`src/rtl/fft_filter_seq.sv`:
```
`timescale 1ns/1ps
// Frame sequencer for the FFT -> complex-multiply -> IFFT chain: configures both cores,
// streams one ADC frame in, tracks output bins for the coefficient RAM, and frames the IFFT input.
module fft_filter_seq #(
  parameter int         NFFT_LOG2 = 10,
  parameter int         CMPY_LAT  = 6,
  parameter logic [7:0] CFG_FWD   = 8'h01,
  parameter logic [7:0] CFG_INV   = 8'h00,
  parameter int         TIMEOUT   = 4096
) (
  input  logic                 sys_clk,
  input  logic                 sys_rst,
  input  logic                 start,
  output logic                 busy,
  output logic                 done,
  output logic                 err,
  input  logic [9:0]           adc_data,
  output logic [7:0]           fwd_cfg_tdata,
  output logic                 fwd_cfg_tvalid,
  input  logic                 fwd_cfg_tready,
  output logic [7:0]           inv_cfg_tdata,
  output logic                 inv_cfg_tvalid,
  input  logic                 inv_cfg_tready,
  output logic [31:0]          fwd_s_tdata,
  output logic                 fwd_s_tvalid,
  input  logic                 fwd_s_tready,
  output logic                 fwd_s_tlast,
  input  logic                 fwd_m_tvalid,
  input  logic                 fwd_m_tlast,
  output logic [NFFT_LOG2-1:0] coef_addr,
  output logic                 inv_s_tvalid,
  output logic                 inv_s_tlast,
  input  logic                 inv_s_tready
);

  localparam int DEPTH  = 1 + CMPY_LAT;
  localparam int WCNT_W = (TIMEOUT > 1) ? $clog2(TIMEOUT) : 1;

  localparam logic [NFFT_LOG2-1:0] LAST_IDX  = '1;
  localparam logic [NFFT_LOG2-1:0] PEN_IDX   = LAST_IDX - NFFT_LOG2'(1);
  localparam logic [NFFT_LOG2:0]   N_BEATS   = {1'b1, {NFFT_LOG2{1'b0}}};
  localparam logic [WCNT_W-1:0]    WAIT_LAST = WCNT_W'(TIMEOUT - 1);

  typedef enum logic [2:0] {
    S_IDLE,
    S_CFG,
    S_LOAD,
    S_WAIT_OUT,
    S_DRAIN,
    S_DONE
  } state_t;

  state_t               state_q;
  logic                 busy_q;
  logic                 done_q;
  logic                 err_q;
  logic                 fwd_cfg_tvalid_q;
  logic                 inv_cfg_tvalid_q;
  logic [7:0]           fwd_cfg_tdata_q;
  logic [7:0]           inv_cfg_tdata_q;
  logic                 fwd_s_tvalid_q;
  logic                 fwd_s_tlast_q;
  logic [NFFT_LOG2-1:0] in_cnt_q;
  logic [NFFT_LOG2-1:0] bin_cnt_q;
  logic [NFFT_LOG2:0]   out_cnt_q;
  logic [NFFT_LOG2:0]   out_cnt_d;
  logic [WCNT_W-1:0]    wait_cnt_q;
  logic [DEPTH-1:0]     pipe_vld_q;
  logic [DEPTH-1:0]     pipe_last_q;

  logic bin_active;
  logic out_beat;
  logic bin_is_last;
  logic in_beat;
  logic frame_err;
  logic prod_lost;
  logic cfg_fwd_ok;
  logic cfg_inv_ok;

  assign bin_active  = (state_q == S_LOAD) || (state_q == S_WAIT_OUT);
  assign out_beat    = bin_active && fwd_m_tvalid;
  assign bin_is_last = (bin_cnt_q == LAST_IDX);
  assign in_beat     = fwd_s_tvalid_q && fwd_s_tready;
  assign frame_err   = out_beat && (fwd_m_tlast != bin_is_last);
  // The multiplier cannot stall, so an unaccepted product is simply lost.
  assign prod_lost   = pipe_vld_q[DEPTH-1] && !inv_s_tready;
  assign cfg_fwd_ok  = !fwd_cfg_tvalid_q || fwd_cfg_tready;
  assign cfg_inv_ok  = !inv_cfg_tvalid_q || inv_cfg_tready;
  assign out_cnt_d   = (out_beat && !out_cnt_q[NFFT_LOG2]) ?
                       out_cnt_q + (NFFT_LOG2+1)'(1) : out_cnt_q;

  assign busy           = busy_q;
  assign done           = done_q;
  assign err            = err_q;
  assign fwd_cfg_tdata  = fwd_cfg_tdata_q;
  assign fwd_cfg_tvalid = fwd_cfg_tvalid_q;
  assign inv_cfg_tdata  = inv_cfg_tdata_q;
  assign inv_cfg_tvalid = inv_cfg_tvalid_q;
  assign fwd_s_tdata    = {22'b0, adc_data};
  assign fwd_s_tvalid   = fwd_s_tvalid_q;
  assign fwd_s_tlast    = fwd_s_tlast_q;
  assign coef_addr      = bin_cnt_q;
  assign inv_s_tvalid   = pipe_vld_q[DEPTH-1];
  assign inv_s_tlast    = pipe_last_q[DEPTH-1];

  always_ff @(posedge sys_clk) begin
    if (sys_rst) begin
      state_q          <= S_IDLE;
      busy_q           <= 1'b0;
      done_q           <= 1'b0;
      err_q            <= 1'b0;
      fwd_cfg_tvalid_q <= 1'b0;
      inv_cfg_tvalid_q <= 1'b0;
      fwd_cfg_tdata_q  <= '0;
      inv_cfg_tdata_q  <= '0;
      fwd_s_tvalid_q   <= 1'b0;
      fwd_s_tlast_q    <= 1'b0;
      in_cnt_q         <= '0;
      bin_cnt_q        <= '0;
      out_cnt_q        <= '0;
      wait_cnt_q       <= '0;
    end else begin
      done_q    <= 1'b0;
      out_cnt_q <= out_cnt_d;
      if (out_beat) bin_cnt_q <= bin_cnt_q + NFFT_LOG2'(1);
      if (frame_err || prod_lost) err_q <= 1'b1;

      unique case (state_q)
        S_IDLE: begin
          if (start) begin
            state_q          <= S_CFG;
            busy_q           <= 1'b1;
            err_q            <= 1'b0;
            in_cnt_q         <= '0;
            bin_cnt_q        <= '0;
            out_cnt_q        <= '0;
            wait_cnt_q       <= '0;
            fwd_cfg_tvalid_q <= 1'b1;
            inv_cfg_tvalid_q <= 1'b1;
            fwd_cfg_tdata_q  <= CFG_FWD;
            inv_cfg_tdata_q  <= CFG_INV;
          end
        end
        S_CFG: begin
          if (fwd_cfg_tready) fwd_cfg_tvalid_q <= 1'b0;
          if (inv_cfg_tready) inv_cfg_tvalid_q <= 1'b0;
          if (cfg_fwd_ok && cfg_inv_ok) begin
            state_q        <= S_LOAD;
            fwd_s_tvalid_q <= 1'b1;
          end
        end
        S_LOAD: begin
          if (in_beat) begin
            in_cnt_q      <= in_cnt_q + NFFT_LOG2'(1);
            fwd_s_tlast_q <= (in_cnt_q == PEN_IDX);
            if (in_cnt_q == LAST_IDX) begin
              state_q        <= S_WAIT_OUT;
              fwd_s_tvalid_q <= 1'b0;
              fwd_s_tlast_q  <= 1'b0;
              wait_cnt_q     <= '0;
            end
          end
        end
        S_WAIT_OUT: begin
          if (out_cnt_d == N_BEATS) begin
            state_q <= S_DRAIN;
          end else if (wait_cnt_q == WAIT_LAST) begin
            state_q <= S_DRAIN;
            err_q   <= 1'b1;
          end else begin
            wait_cnt_q <= wait_cnt_q + WCNT_W'(1);
          end
        end
        S_DRAIN: begin
          if (pipe_vld_q == '0) begin
            state_q <= S_DONE;
            done_q  <= 1'b1;
            busy_q  <= 1'b0;
          end
        end
        S_DONE: begin
          state_q <= S_IDLE;
        end
        default: begin
          state_q <= S_IDLE;
        end
      endcase
    end
  end

  // Alignment pipe: one RAM-read cycle plus the multiplier latency.
  always_ff @(posedge sys_clk) begin
    if (sys_rst) begin
      pipe_vld_q  <= '0;
      pipe_last_q <= '0;
    end else begin
      pipe_vld_q  <= {pipe_vld_q[DEPTH-2:0], out_beat};
      pipe_last_q <= {pipe_last_q[DEPTH-2:0], out_beat && bin_is_last};
    end
  end

endmodule

```
`config.mk`:
```
export PLATFORM = sky130hd
export DESIGN_NAME = fft_filter_seq
export DESIGN_NICKNAME = d
export VERILOG_FILES = /design/src/rtl/fft_filter_seq.sv
export SDC_FILE = /design/constraint.sdc
export NUM_CORES = 1
export LEC_CHECK = 0
export ABC_AREA = 0
export CAP_MARGIN = 15
export CORE_UTILIZATION = 50
export DETAILED_ROUTE_END_ITERATION = 6
export PLACE_DENSITY_LB_ADDON = 0.3
export SLEW_MARGIN = 20
export SYNTH_ARGS = -nofsm -noshare
export SYNTH_HDL_FRONTEND = slang
export SYNTH_SLANG_ARGS = --single-unit
```
`constraint.sdc`:
```
create_clock -name sys_clk -period 3.8 [get_ports sys_clk]
set_input_delay 0.38 -clock sys_clk [delete_from_list [all_inputs] [get_ports sys_clk]]
set_output_delay 0.38 -clock sys_clk [all_outputs]
set_load 0.05 [all_outputs]
```
Word level (Yosys, flattened, before mapping)
Index checks and enable logic that the tools add are counted.
{ "word_totals": {"inputBits": 19, "elab_cells": 113, "register_bits": 68, "output_inout_bits": 67} }
{ "op_classes": {"n_eq_ne": 20, "n_reduce_logical": 32, "n_bitwise": 1, "n_addsub": 4, "muxes": 41} }
{ "op_table": {"columns": ["op", "count"], "rows": [
  ["$mux W12", 5],
  ["$mux W10", 5],
  ["$pmux W12 S3", 1],
  ["$mux W11", 3],
  ["$eq A10 B10 Y1 const B", 3],
  ["$mux W3", 7],
  ["$add A10 B1 Y10 const B", 2],
  ["$pmux W10 S2", 1],
  ["$ne A2 B2 Y1 const B", 8],
  ["$pmux W3 S5", 1],
  ["$mux W1", 13],
  ["$add A12 B1 Y12 const B", 1],
  ["$eq A12 B12 Y1 const B", 1],
  ["$reduce_and A3 Y1", 4],
  ["$reduce_and A6 Y1", 2],
  ["$add A11 B1 Y11 const B", 1],
  ["$eq A11 B11 Y1 const B", 1],
  ["$pmux W1 S2", 5],
  ["$reduce_bool A2 Y1", 4],
  ["$logic_and A1 B1 Y1", 7],
  ["$logic_not A7 Y1", 1],
  ["$eq A3 B2 Y1 const B", 2],
  ["$logic_not A1 Y1", 4],
  ["$logic_or A1 B1 Y1", 4],
  ["other kinds (11)", 12]
]} }

Longest topological paths before layout
{ "depth": {"word_depth": 9, "depth_mapped": 8, "mapped_depth_nobuf": 7} }

Worst setup path before layout
OpenSTA, ideal clock, no wires.
{ "synth_path": {"path_type": "register to register", "startpoint": "reg wait_cnt_q[0]", "endpoint": "reg wait_cnt_q[5]", "arrival_ps": 1817, "required_time_ps": 3717, "synth_period_minus_slack_ps": 1900, "stages_incl_launch_ff": 8, "path_slack_ps": 1900, "setup_time_ps": 83, "path_buffers": 0, "cell_sequence": "dfxtp_1 > ha_1 > nand3_2 > nor4_4 > a31oi_1 > o21bai_1 > nor2_2 > o221ai_1"} }
{ "synth_via": {"elab_chain_cells": 4, "elab_cells_between_ends": 7, "classes_between": "1 x add/sub; 2 x eq/ne; 3 x mux; 1 x reduce/logical"} }
{ "synth_rtl": {"columns": ["item", "line_no", "text"], "rows": [
  ["start, declared", "67", "logic [WCNT_W-1:0] wait_cnt_q;"],
  ["start signal, assigned", "171", "wait_cnt_q <= wait_cnt_q + WCNT_W'(1);"],
  ["$add A12 B1 Y12", "171", null],
  ["$mux W12", "167", "end else if (wait_cnt_q == WAIT_LAST) begin"],
  ["$mux W12", "165", "if (out_cnt_d == N_BEATS) begin"],
  ["$pmux W12 S3", "128", "unique case (state_q)"]
]} }
Several ways; a longest one is shown, not always the timed one. The select of a mux whose other input is x is not followed.
A chain may end at the register's enable or synchronous reset.

Worst setup path in the final report
{ "layout_path": {"startpoint": "reg state_q[1]", "endpoint": "reg wait_cnt_q[3]"} }
{ "layout_via": {"elab_chain_cells": 8, "elab_cells_between_ends": 16, "classes_between": "8 x eq/ne; 2 x mux; 6 x reduce/logical"} }
{ "layout_rtl": {"columns": ["item", "line_no", "text"], "rows": [
  ["start, declared", "53", "state_t state_q;"],
  ["start signal, assigned", "108", "state_q <= S_IDLE;"],
  ["start signal, assigned", "131", "state_q <= S_CFG;"],
  ["start signal, assigned", "148", "state_q <= S_LOAD;"],
  ["$eq A3 B2 Y1", "80, 128", null],
  ["$logic_or A1 B1 Y1", "80", "assign bin_active = (state_q == S_LOAD) || (state_q == S_WAIT_OUT);"],
  ["$logic_and A1 B1 Y1", "81", "assign out_beat = bin_active && fwd_m_tvalid;"],
  ["$logic_and A1 B1 Y1", "89", "assign out_cnt_d = (out_beat && !out_cnt_q[NFFT_LOG2]) ?"],
  ["$mux W11", "89", null],
  ["$eq A11 B11 Y1", "165", null],
  ["$ne A2 B2 Y1 (no source line)", null, null],
  ["$reduce_and A6 Y1 (no source line)", null, null]
]} }
Several ways; a longest one is shown, not always the timed one.

==> impl_metrics.yaml <==
outcome:
  outcome: "finished clean"
floorplanning:
  io_pins: 86
  die-area_mm2: 0.00748
  start_util_pct: 52.2
  rows: 30
  core_region_area_mm2: 0.00683
  die_x_um: 86.5
  fp.dieH_um: 86.5
timing:
  rsz0062_at_grt: "false"
  period_share_pct: 63.3
  setup_viol: 0
  slew_headroom_pct: 44.5
  worst_slew_pin_slew_ns: 0.829
  fmax_ghz: 0.416
  finalWorstPathRequiredPeriod_ns: 2.40
  finalSetupTns_ns: 0
  hold_viol_final: 0
  skew_ns: 0.00777
  slew_violations: 0
placed_design:
  dpl_cell_area_mm2: 0.00369
  io_buffers: 28
  gp_congestion: 0.855
  hpwl_um: 4780
power:
  switching_share_pct: 32.4
  fin_total_pwr_mw: 1.64
  power_frac_seq_pct: 46.5
  p_int_mw: 1.11
  p_leak_nw: 1.37
  pwr-share-comb_pct: 18.8
  power_switching_uw: 530
  clkPwrFrac_pct: 34.8
  ir_drop_mv: 0.201
  power.density_mw_per_mm2: 423
critical_path:
  crit_start: "state_q[1]$_SDFFE_PP0P_"
  critPathCaptureType: "flop"
  timing.rr.start: "state_q[1]$_SDFFE_PP0P_"
  critPathKind: "flop to flop"
  worstPathRequired_ns: 4.03
  startpoint_type: "flop"
  arrival_ns: 2.63
  crit_fanout: 11
cts:
  tritoncts: "done"
  clk_pin_slew_ns: 0.07
  cts-hold-fix-buffers: 0
  ctsHtreeMaxLevel: 3
  cts_sinks: 68
  cts_buffer_depth: 2
  clk_latency_ns: 0.34
  cts_setup_buffers: 0
  clock-root-buffer: "clkbuf_8"
  cts_resized: 0
  numCtsBuffers: 9
logic_synthesis:
  syn_area_per_cell_um2: 8.51
  syn_inst: 419
  ys.flop_type: "dfxtp_1"
  yosysSeqAreaShare_pct: 38.2
  synth_edf_count: 0
  ys_warn_count: 0
  yosysTopAreaCell: "dfxtp_1"
  yosys.area.top_type_share_pct: 38.2
  ys_seq_elements: 68
  syn-cell-area_mm2: 0.00357
  synthArstFlopShare_pct: 0
  ys_top_cells_by_area: "dfxtp_1, buf_4, nor2_1, xor2_1, nor2b_1"
  yosysUniqueCellTypes: 59
worst_hold_path:
  min_from: "pipe_last_q[1]$_SDFF_PP0_"
  hold_path.class: "flop to flop"
final_layout:
  nets: 458
  final_util_pct: 56.7
  syn_to_final_growth_pct: 8.52
  final_cell_area_mm2: 0.00387
  n_antenna_cell: 0
  drive_above_1_share_pct: 7.08
global_routing:
  grt_max_degree: 31
  globalRouteTotalUtil_pct: 19.6
  grt_first_pass_wirelength_um: 11400
  antenna_found_initial: 0
  overflow: 0
  grt_pass1_vias: 2472
drt:
  route.vias.total: 2786
  dr.pass1.iters: 4
  drtIter0Drc: 149
  wl_per_cell_um: 12.7
  drc: 0
  ant_nets: 0
  viasPerCell: 5.22
  drt_wl_total_um: 6790
run:
  cap_violations: 0
-- final timing paths --
kind / to / slack, ns / cells past startpoint
worst max-delay path: wait_cnt_q[3]$_SDFFE_PP0P_ / 1.40 / 5
worst min register to register: pipe_last_q[2]$_SDFF_PP0_ / 0.44 / 1
worst min-delay path: pipe_last_q[2]$_SDFF_PP0_ / 0.44 / 1
worst max register to register: wait_cnt_q[3]$_SDFFE_PP0P_ / 1.40 / 5
-- critical path: stages (launching register included) --
cell      delay [ns]
dfxtp_1         0.58
and2b_1         0.25
nand2_1         0.17
nor2_1          0.68
nand3b_4        0.24
o311ai_1        0.38
-- cell type report --
cell class / instances / area [um^2]
fillers: 660 / 2960
multi-input cells: 315 / 1880
flip-flops and latches: 68 / 1360
repair buffers: 29 / 288
clock buffers: 10 / 128
well taps: 96 / 120
clock inverters: 5 / 53.8
inverters: 11 / 41.3
-- cell families after synthesis --
kind of cell / after synthesis / synth area share, %
compound gates: 61 / 11.5
xor+xnor: 24 / 5.89
fa+ha+maj: 5 / 1.75
buf+inv: 72 / 12.9
flops: 68 / 38.2
mux: 1 / 0.281
other cells: 1 / 0.105
simple gates: 187 / 29.4
-- cell usage in the layout, fill, tap and decap left out, types with 2 or more instances in the layout --
master           instances
a211oi_1                 2
a21oi_1                 16
a31oi_1                  2
and2_1                   3
and3_1                   6
clkbuf_8                 9
clkdlybuf4s50_1         28
clkinv_2                 3
conb_1                  37
dfxtp_1                 68
ha_1                     5
inv_1                   11
nand2_1                 32
nand2b_1                 8
nand3_1                 18
nand4_1                  9
nand4b_1                 2
nor2_1                  47
nor2b_1                 20
nor3_1                   8
nor3b_1                  3
nor4_1                   2
nor4_4                   2
o21ai_0                 15
o21ai_1                  2
o221ai_1                 4
o22ai_1                  3
o311ai_1                 5
or2_2                    3
or3_1                   11
or4_1                    2
xnor2_1                  9
xor2_1                  15
-- through the flow --
step | hold WS [ns] | std cells | setup WS, ns
final | 0.436 | 534 | 1.40
after global routing | 0.464 | 534 | 1.25
after CTS | 0.439 | 534 | 1.43
after detailed placement | 0.425 | 519 | 1.11
after global placement | 0.417 | 519 | 1.22
after floorplan | 0.414 | 455 | 1.90
-- per-layer routing --
| layer | share of wire, % | wire length, um | GRT usage (%) |
|---|---|---|---|
| met2 | 46 | 3160 | 30.7 |
| met3 | 3.4 | 230 | 3.62 |
| met5 | 0 | 0 | 0 |
| met4 | 2.1 | 144 | 9.55 |
| met1 | 48 | 3260 | 26.2 |
-- power by group through the flow --
stage                     clock network [mW]  logic [mW]  registers (mW)
final                                  0.569       0.307           0.761
after global placement                     0       0.305           0.776
after floorplan                            0       0.275           0.803
after CTS                              0.576       0.309           0.761
after detailed placement                   0       0.308           0.777
after global routing                   0.612       0.331           0.764
-- registers in the layout, summed over array words and instances, names as in the netlist --
signal	count
fwd_cfg_tdata	1
pipe_last_q	7
out_cnt_q	11
state_q	3
fwd_s_tlast	1
inv_cfg_tvalid	1
fwd_cfg_tvalid	1
done	1
fwd_s_tvalid	1
in_cnt_q	10
wait_cnt_q	12
pipe_vld_q	7
busy	1
err	1
coef_addr	10
-- cell usage after synthesis (2+ instances only) --
| library cell | instances |
|---|---|
| nor2b_1 | 20 |
| or3_1 | 11 |
| inv_1 | 11 |
| xor2_1 | 15 |
| o311ai_1 | 5 |
| o22ai_1 | 3 |
| nand2_1 | 32 |
| a31oi_1 | 2 |
| ha_1 | 5 |
| dfxtp_1 | 68 |
| nor3_1 | 8 |
| xnor2_1 | 9 |
| nand3_1 | 18 |
| o21ai_0 | 15 |
| and3_1 | 6 |
| buf_2 | 3 |
| nand4b_1 | 2 |
| or2_2 | 3 |
| or4_1 | 2 |
| nor2_1 | 47 |
| a211oi_1 | 2 |
| and2_1 | 3 |
| a21oi_1 | 16 |
| nor3b_1 | 3 |
| nand4_1 | 9 |
| nor4_4 | 2 |
| nor4_1 | 2 |
| clkbuf_1 | 8 |
| o221ai_1 | 4 |
| nand2b_1 | 8 |
| buf_4 | 48 |
| o21ai_1 | 2 |
(Power assumes the default switching activity.)
